<file path="config.mk">
export PLATFORM = sky130hd
export DESIGN_NAME = sram_responder
export DESIGN_NICKNAME = d
export VERILOG_FILES = /design/src/rtl/sram_responder.sv
export SDC_FILE = /design/constraint.sdc
export NUM_CORES = 1
export LEC_CHECK = 0
export BUFFER_PORTS_ARGS = -buffer_cell sky130_fd_sc_hd__buf_2
export CELL_PAD_IN_SITES_DETAIL_PLACEMENT = 0
export CELL_PAD_IN_SITES_GLOBAL_PLACEMENT = 2
export CORE_MARGIN = 2
export CORE_UTILIZATION = 50
export DETAILED_ROUTE_END_ITERATION = 12
export PLACE_DENSITY = 0.81
export RECOVER_POWER = 100
export SLEW_MARGIN = 25
export SYNTH_ARGS = -nofsm -noshare
export SYNTH_HDL_FRONTEND = slang
export SYNTH_SLANG_ARGS = --single-unit
</file>
<file path="constraint.sdc">
create_clock -name Clock -period 4.55 [get_ports Clock]
set_clock_uncertainty 0.2 [all_clocks]
set_input_delay 0.6825 -clock Clock [delete_from_list [all_inputs] [get_ports Clock]]
set_output_delay 0.6825 -clock Clock [all_outputs]
set_load 0.005 [all_outputs]
</file>
<file path="src/rtl/sram_responder.sv">
// sram_responder: 32x16 memory-side responder with post-reset clear, host preload port,
// saturating access counters and a sticky protocol-error flag.
module sram_responder #(
    parameter int DATA_WIDTH     = 16,
    parameter int ADDR_WIDTH     = 5,
    parameter bit CLEAR_ON_RESET = 1'b1
) (
    input  logic                  Clock,
    input  logic                  Reset,
    input  logic [ADDR_WIDTH-1:0] Address,
    input  logic                  ReadEnable,
    input  logic                  WriteEnable,
    input  logic [DATA_WIDTH-1:0] DataIN,
    output logic [DATA_WIDTH-1:0] DataOut,
    output logic                  DataValid,
    output logic                  InitDone,
    input  logic                  HostLoad,
    input  logic [ADDR_WIDTH-1:0] HostAddress,
    input  logic [DATA_WIDTH-1:0] HostData,
    output logic [7:0]            ReadCount,
    output logic [7:0]            WriteCount,
    output logic                  AccessError
);
    localparam int DEPTH = 2 ** ADDR_WIDTH;

    typedef enum logic {CLEAR, SERVE} state_t;

    state_t                state;
    logic [ADDR_WIDTH-1:0] clear_ptr;
    logic [DATA_WIDTH-1:0] mem [DEPTH];
    logic                  mem_we;
    logic [ADDR_WIDTH-1:0] mem_addr;
    logic [DATA_WIDTH-1:0] mem_data;

    // Single write port: clear sweep in CLEAR, otherwise host preload beats a plain bus write
    always_comb begin
        mem_we   = Reset && (state == CLEAR ? CLEAR_ON_RESET : (HostLoad || (WriteEnable && !ReadEnable)));
        mem_addr = state == CLEAR ? clear_ptr : (HostLoad ? HostAddress : Address);
        mem_data = state == CLEAR ? '0 : (HostLoad ? HostData : DataIN);
    end

    // Storage is never reset; only the clear sweep zeroes it
    always_ff @(posedge Clock) begin
        if (mem_we) mem[mem_addr] <= mem_data;
    end

    // Control FSM with registered read data, valid pulse, counters and sticky error
    always_ff @(posedge Clock) begin
        if (!Reset) begin
            state       <= CLEAR;
            clear_ptr   <= '0;
            DataOut     <= '0;
            DataValid   <= 1'b0;
            InitDone    <= 1'b0;
            ReadCount   <= '0;
            WriteCount  <= '0;
            AccessError <= 1'b0;
        end else if (state == CLEAR) begin
            DataValid <= 1'b0;
            clear_ptr <= clear_ptr + 1'b1;
            if (ReadEnable || WriteEnable) AccessError <= 1'b1;
            if (!CLEAR_ON_RESET || clear_ptr == ADDR_WIDTH'(DEPTH - 1)) begin
                state    <= SERVE;
                InitDone <= 1'b1;
            end
        end else begin
            DataValid <= 1'b0;
            if (HostLoad) begin
                if (ReadEnable || WriteEnable) AccessError <= 1'b1;
            end else if (ReadEnable) begin
                DataOut   <= mem[Address];
                DataValid <= 1'b1;
                ReadCount <= ReadCount + 8'(ReadCount != 8'hFF);
                if (WriteEnable) AccessError <= 1'b1;
            end else if (WriteEnable) begin
                WriteCount <= WriteCount + 8'(WriteCount != 8'hFF);
            end
        end
    end
endmodule
</file>
== After elaboration in Yosys (flattened, before gate mapping) ==
Memories as Yosys holds them, arrays and structs flattened. A register that Yosys moved wholly into a read port is not among the register bits.
Cells that the tools add are included.

* $add $sub $neg: 3
* $mul: 0
* Divide/modulo/power cells: 0
* Order comparisons: 0
* Eq/ne operators: 5
* Shift-type cells: 0
* Mux-type cells: 15
* Bitwise operators: 4
* Reduce and logical (&&, ||, !) cells: 11

{| class="wikitable"
|+ Operators by type and width
! kind !! count
|-
| 2-to-1 mux 16 bit || 2
|-
| adder 8 x 1 -> 8 bit || 2
|-
| != test 8 bit, second input constant || 2
|-
| 2-to-1 mux 1 bit || 11
|-
| 2-to-1 mux 5 bit || 2
|-
| != test 3 bit, second input constant || 2
|-
| adder 5 x 1 -> 5 bit, second input constant || 1
|-
| equality test 5 bit, second input constant || 1
|-
| inverter 1 bit || 4
|-
| AND reduction 2 bit || 2
|-
| AND reduction 4 bit || 1
|-
| AND reduction 3 bit || 1
|-
| OR reduction 3 bit || 1
|-
| logical AND 1 bit || 2
|-
| zero test 1 bit || 2
|-
| logical OR 1 bit || 2
|}

* Flip-flop bits (word level): 25
* Bits in latches: 0
* Memory bits (writable): 512
* ROM bits: 0
* Input bits: 47
* Output and inout bits: 35
* Word-level logic and storage cells: 46
* Memories: 1

{| class="wikitable"
|+ Memory list
! name !! words !! width !! rd ports !! clocked after memory_dff !! write ports !! RTL line !! text
|-
| mem || 32 || 16 || 1 || 1 || 1 || 30 || <nowiki>logic [DATA_WIDTH-1:0] mem [DEPTH];</nowiki>
|}

== Depth between registers and ports, before layout ==
* Depth in word-level cells: 7
* Gate-level depth with buffers: 9
* Mapped depth without buffers: 8

== Worst setup path after synthesis ==
No wires, ideal clock.

* Path kind: input -> register
* From: input Address[0]
* To: memory mem[11][0], enable pin
* Library setup time: 388 ps
* Data arrival time: 2,680 ps
* Required time: 3,962 ps
* Slack: 1,282 ps
* Stages: 9
* Buffers on the path: 5
* Cell sequence: buf_2 > buf_6 > buf_6 > buf_4 > buf_4 > mux2i_1 > a21oi_1 > nand2_1 > nor2_1

* Word-level cells in the longest chain between the ends: 2

{| class="wikitable"
|+ RTL lines
! item !! RTL line !! text
|-
| from (decl) || 10 || <nowiki>input logic [ADDR_WIDTH-1:0] Address,</nowiki>
|-
| 2-to-1 mux 5 bit (2 in a row) || 38 || <nowiki>mem_addr = state == CLEAR ? clear_ptr : (HostLoad ? HostAddress : Address);</nowiki>
|-
| to (decl) || 30 ||
|}

Every way passes these cells.

== Final worst setup path ==
* From: register state
* To: memory mem[28][13], data pin

* Word-level cells in the longest chain between the ends: 1

{| class="wikitable"
|+ RTL lines
! item !! RTL line !! text
|-
| from (decl) || 28 || <nowiki>state_t state;</nowiki>
|-
| from (signal assigned) || 50 || <nowiki>state <= CLEAR;</nowiki>
|-
| from (signal assigned) || 63 || <nowiki>state <= SERVE;</nowiki>
|-
| 2-to-1 mux 16 bit || 39 || <nowiki>mem_data = state == CLEAR ? '0 : (HostLoad ? HostData : DataIN);</nowiki>
|-
| named net mem_data[13] || 33 || <nowiki>logic [DATA_WIDTH-1:0] mem_data;</nowiki>
|}

The timed path passes the listed nets, and every way through them passes these cells.

==> qor.yml <==
drc: 0
drt_iter0_drc: 1077
leakage_nw: 8.751
maxSlewViolCount: 198
clockRootBuffer: "clkbuf_16"
hold_start: "WriteEnable"
rr_worst_depth: 3
worstMarginPinSlew_ps: 1637
fillers: 3289
die_h_um: 213.2
cpPeakStageDelay_ps: 1180
fmax_mhz: 287.9
grt-ovfl-total: 0
grt_setup_unrepaired: "false"
cts_tree: "done"
grt_use_total_pct: 23.61
cts_sinks: 553
num_vias: 11529
outcome: "finished, violations left"
grt_max_degree: 50
clk_latency_ps: 610
crit_cells: 3
regToRegSetupSlack_ps: 1080
max_cap_viol_count: 6
slowest_stage: "clkbuf_1"
violations: "capacitance limit, slew limit"
start_kind: "flop"
dp_hpwl_mm: 32.07
finalNonFillerCells: 1972
worst-path-buf-inv: 2
arrival_ps: 3440
critPathRequiredTime_ps: 4520
fin_crit_sh_pct: 76.35
num-nets-final: 1396
ys_seq_area_share_pct: 74.02
total_power_w: 0.01023
antenna_found_initial: 2
die_w_um: 213.2
critical_path_class: "flop to flop"
post-cts-setup-buffers: 0
r2r_end: "mem[28][13]"
switching_share_pct: 20.30
worst_slack_ps: 1076
row_count: 76
rr_startpoint: "state"
most-common-layout-cells: "512 x edfxtp_1, 124 x mux2i_1, 64 x mux4_2"
dr.pass1.iters: 5
wl_per_cell_um: 26.28
path_delay_family: "buffers and inverters"
h-tree-depth: 2
grt_pass1_vias: 11654
power_density_nw_per_um2: 410.4
syn_to_final_growth_pct: 13.90
p_int_w: 0.008152
syn_nets: 1257
port_buffers: 81
die_area_sq_um: 45450
ys_types: 39
worstSetupStartpoint: "state"
ir_worst_vdd_uv: 348.7
setup_viol: 0
whs_path_depth: 3
end_kind: "flop"
slew_headroom_pct: -9.104
fin_crit_ps: 3474
hold_end: "AccessError"
hold_class: "primary input to flop"
syn_area_per_cell_sq_um: 18.17
grt_pass1_wl_mm: 76.58
ys_ff_latch: 553
netSwitchingPower_w: 0.002076
drive_gt1_share_pct: 22.51
seqPwrFrac_pct: 53.9
ctsHoldBuffers: 0
path_cells: "clkbuf_1 -> nor2b_2 -> clkbuf_1"
clkTransAtPathRegs_ps: 60
synth_edf_count: 512
vias_per_cell: 5.846
clkPwrFrac_pct: 42.5
mostFrequentLayoutCell: "edfxtp_1"
cts_resized: 0
cp_max_fo: 40
power_frac_comb_pct: 3.6
dpl_worst_slack_ps: 1088
synth_ff_type: "edfxtp_1"
post-place-cells: 1872
io_pins: 82
start_util_pct: 50.68
synth_warnings: 0
numCtsBuffers: 54
finalWeightedCongestion: 0.7968
syn_area_sq_um: 21880
hold_viol: 0
core_sq_um: 43170
ys_async_sr_fraction_pct: 0
fin_tns_setup_ps: 0
wl_mm: 51.82
postRouteAntennaNets: 0
clk_path_buf_depth: 3
critPathMostFrequentCell: "clkbuf_1"
syn_inst: 1204
## registers in the layout (all words and copies together) (netlist names)
register / cells
state: 1
mem: 512
DataValid: 1
InitDone: 1
DataOut: 16
WriteCount: 8
ReadCount: 8
clear_ptr: 5
AccessError: 1
## cells in the mapped netlist, drive strengths merged (2+ instances only)
master | count | share of area (%)
nand4 | 8 | 0.23
and3 | 3 | 0.086
a21boi | 4 | 0.14
clkbuf | 40 | 0.69
ha | 6 | 0.34
a22oi | 32 | 1.1
xnor2 | 10 | 0.40
nand2b | 4 | 0.11
or2 | 2 | 0.057
mux2 | 48 | 2.5
dfxtp | 41 | 3.8
nor2 | 43 | 0.74
mux2i | 124 | 5.7
o41ai | 15 | 0.60
mux4 | 64 | 6.6
buf | 32 | 0.93
o22ai | 16 | 0.46
o21a | 4 | 0.14
inv | 2 | 0.034
a211oi | 16 | 0.55
edfxtp | 512 | 70
a221oi | 15 | 0.60
a21o | 4 | 0.14
nor2b | 43 | 1.2
o21ai | 5 | 0.11
or3 | 4 | 0.11
a21oi | 52 | 1.2
nand2 | 36 | 0.62
and2 | 12 | 0.34
## cell families after synthesis
group | count (synthesis) | share of synthesized area, %
xor+xnor | 10 | 0.4003
flops | 553 | 74.02
compound gates | 166 | 5.146
buf+inv | 74 | 1.653
fa+ha+maj | 7 | 0.3888
simple gates | 158 | 3.665
mux | 236 | 14.73
## power by group through the flow
stage	clock network (W)	logic [W]	registers, W
after floorplan	0	0.000241	0.00562
after global placement	0	0.000368	0.00562
after detailed placement	0	0.000369	0.00562
after CTS	0.00443	0.000369	0.00551
after global routing	0.00463	0.000392	0.00551
final	0.00435	0.000364	0.00551
## metrics by stage
step           hold slack [ps]  util, %  area, sq um
2_1_floorplan            244.2        -        21880
3_3_place_gp             249.1    53.98        23300
3_5_place_dp             257.8    53.98        23300
6_report                 263.0    57.73        24920
4_1_cts                  221.5    57.95        25020
5_1_grt                  272.1    57.72        24920
## area by class of cell
class	count	area, sq um	share of cell area [%]
flip-flops and latches	553	16200	64.98
clock buffers	82	1508	6.050
clock inverters	17	206.4	0.8284
well taps	585	732.0	2.937
multi-input cells	577	5356	21.49
inverters	2	7.507	0.03012
diodes	1	2.502	0.01004
repair buffers	155	914.6	3.670
## worst register-to-register path: stages, from the launching register on
cell      delay (ps)
dfxtp_1          300
clkbuf_1        1010
nor2b_2          320
clkbuf_1        1180
## layer usage
metal	GRT usage (%)	vias to the layer above	share of wire, %
met4	6.968	2	2.2
met2	37.93	344	48
li1	-	5108	-
met3	4.030	75	6.1
met5	0	-	0.019
met1	33.48	6000	43
## worst max-delay path by stage
stage	to	slack (ps)
CTS	DataOut[0]	1740
finish	mem[28][13]	1080
global route	mem[20][15]	820
global placement	DataOut[0]	1090
detailed placement	DataOut[0]	1090
floorplan	mem[11][0]	1280
Power figures use the tool's default switching activity.
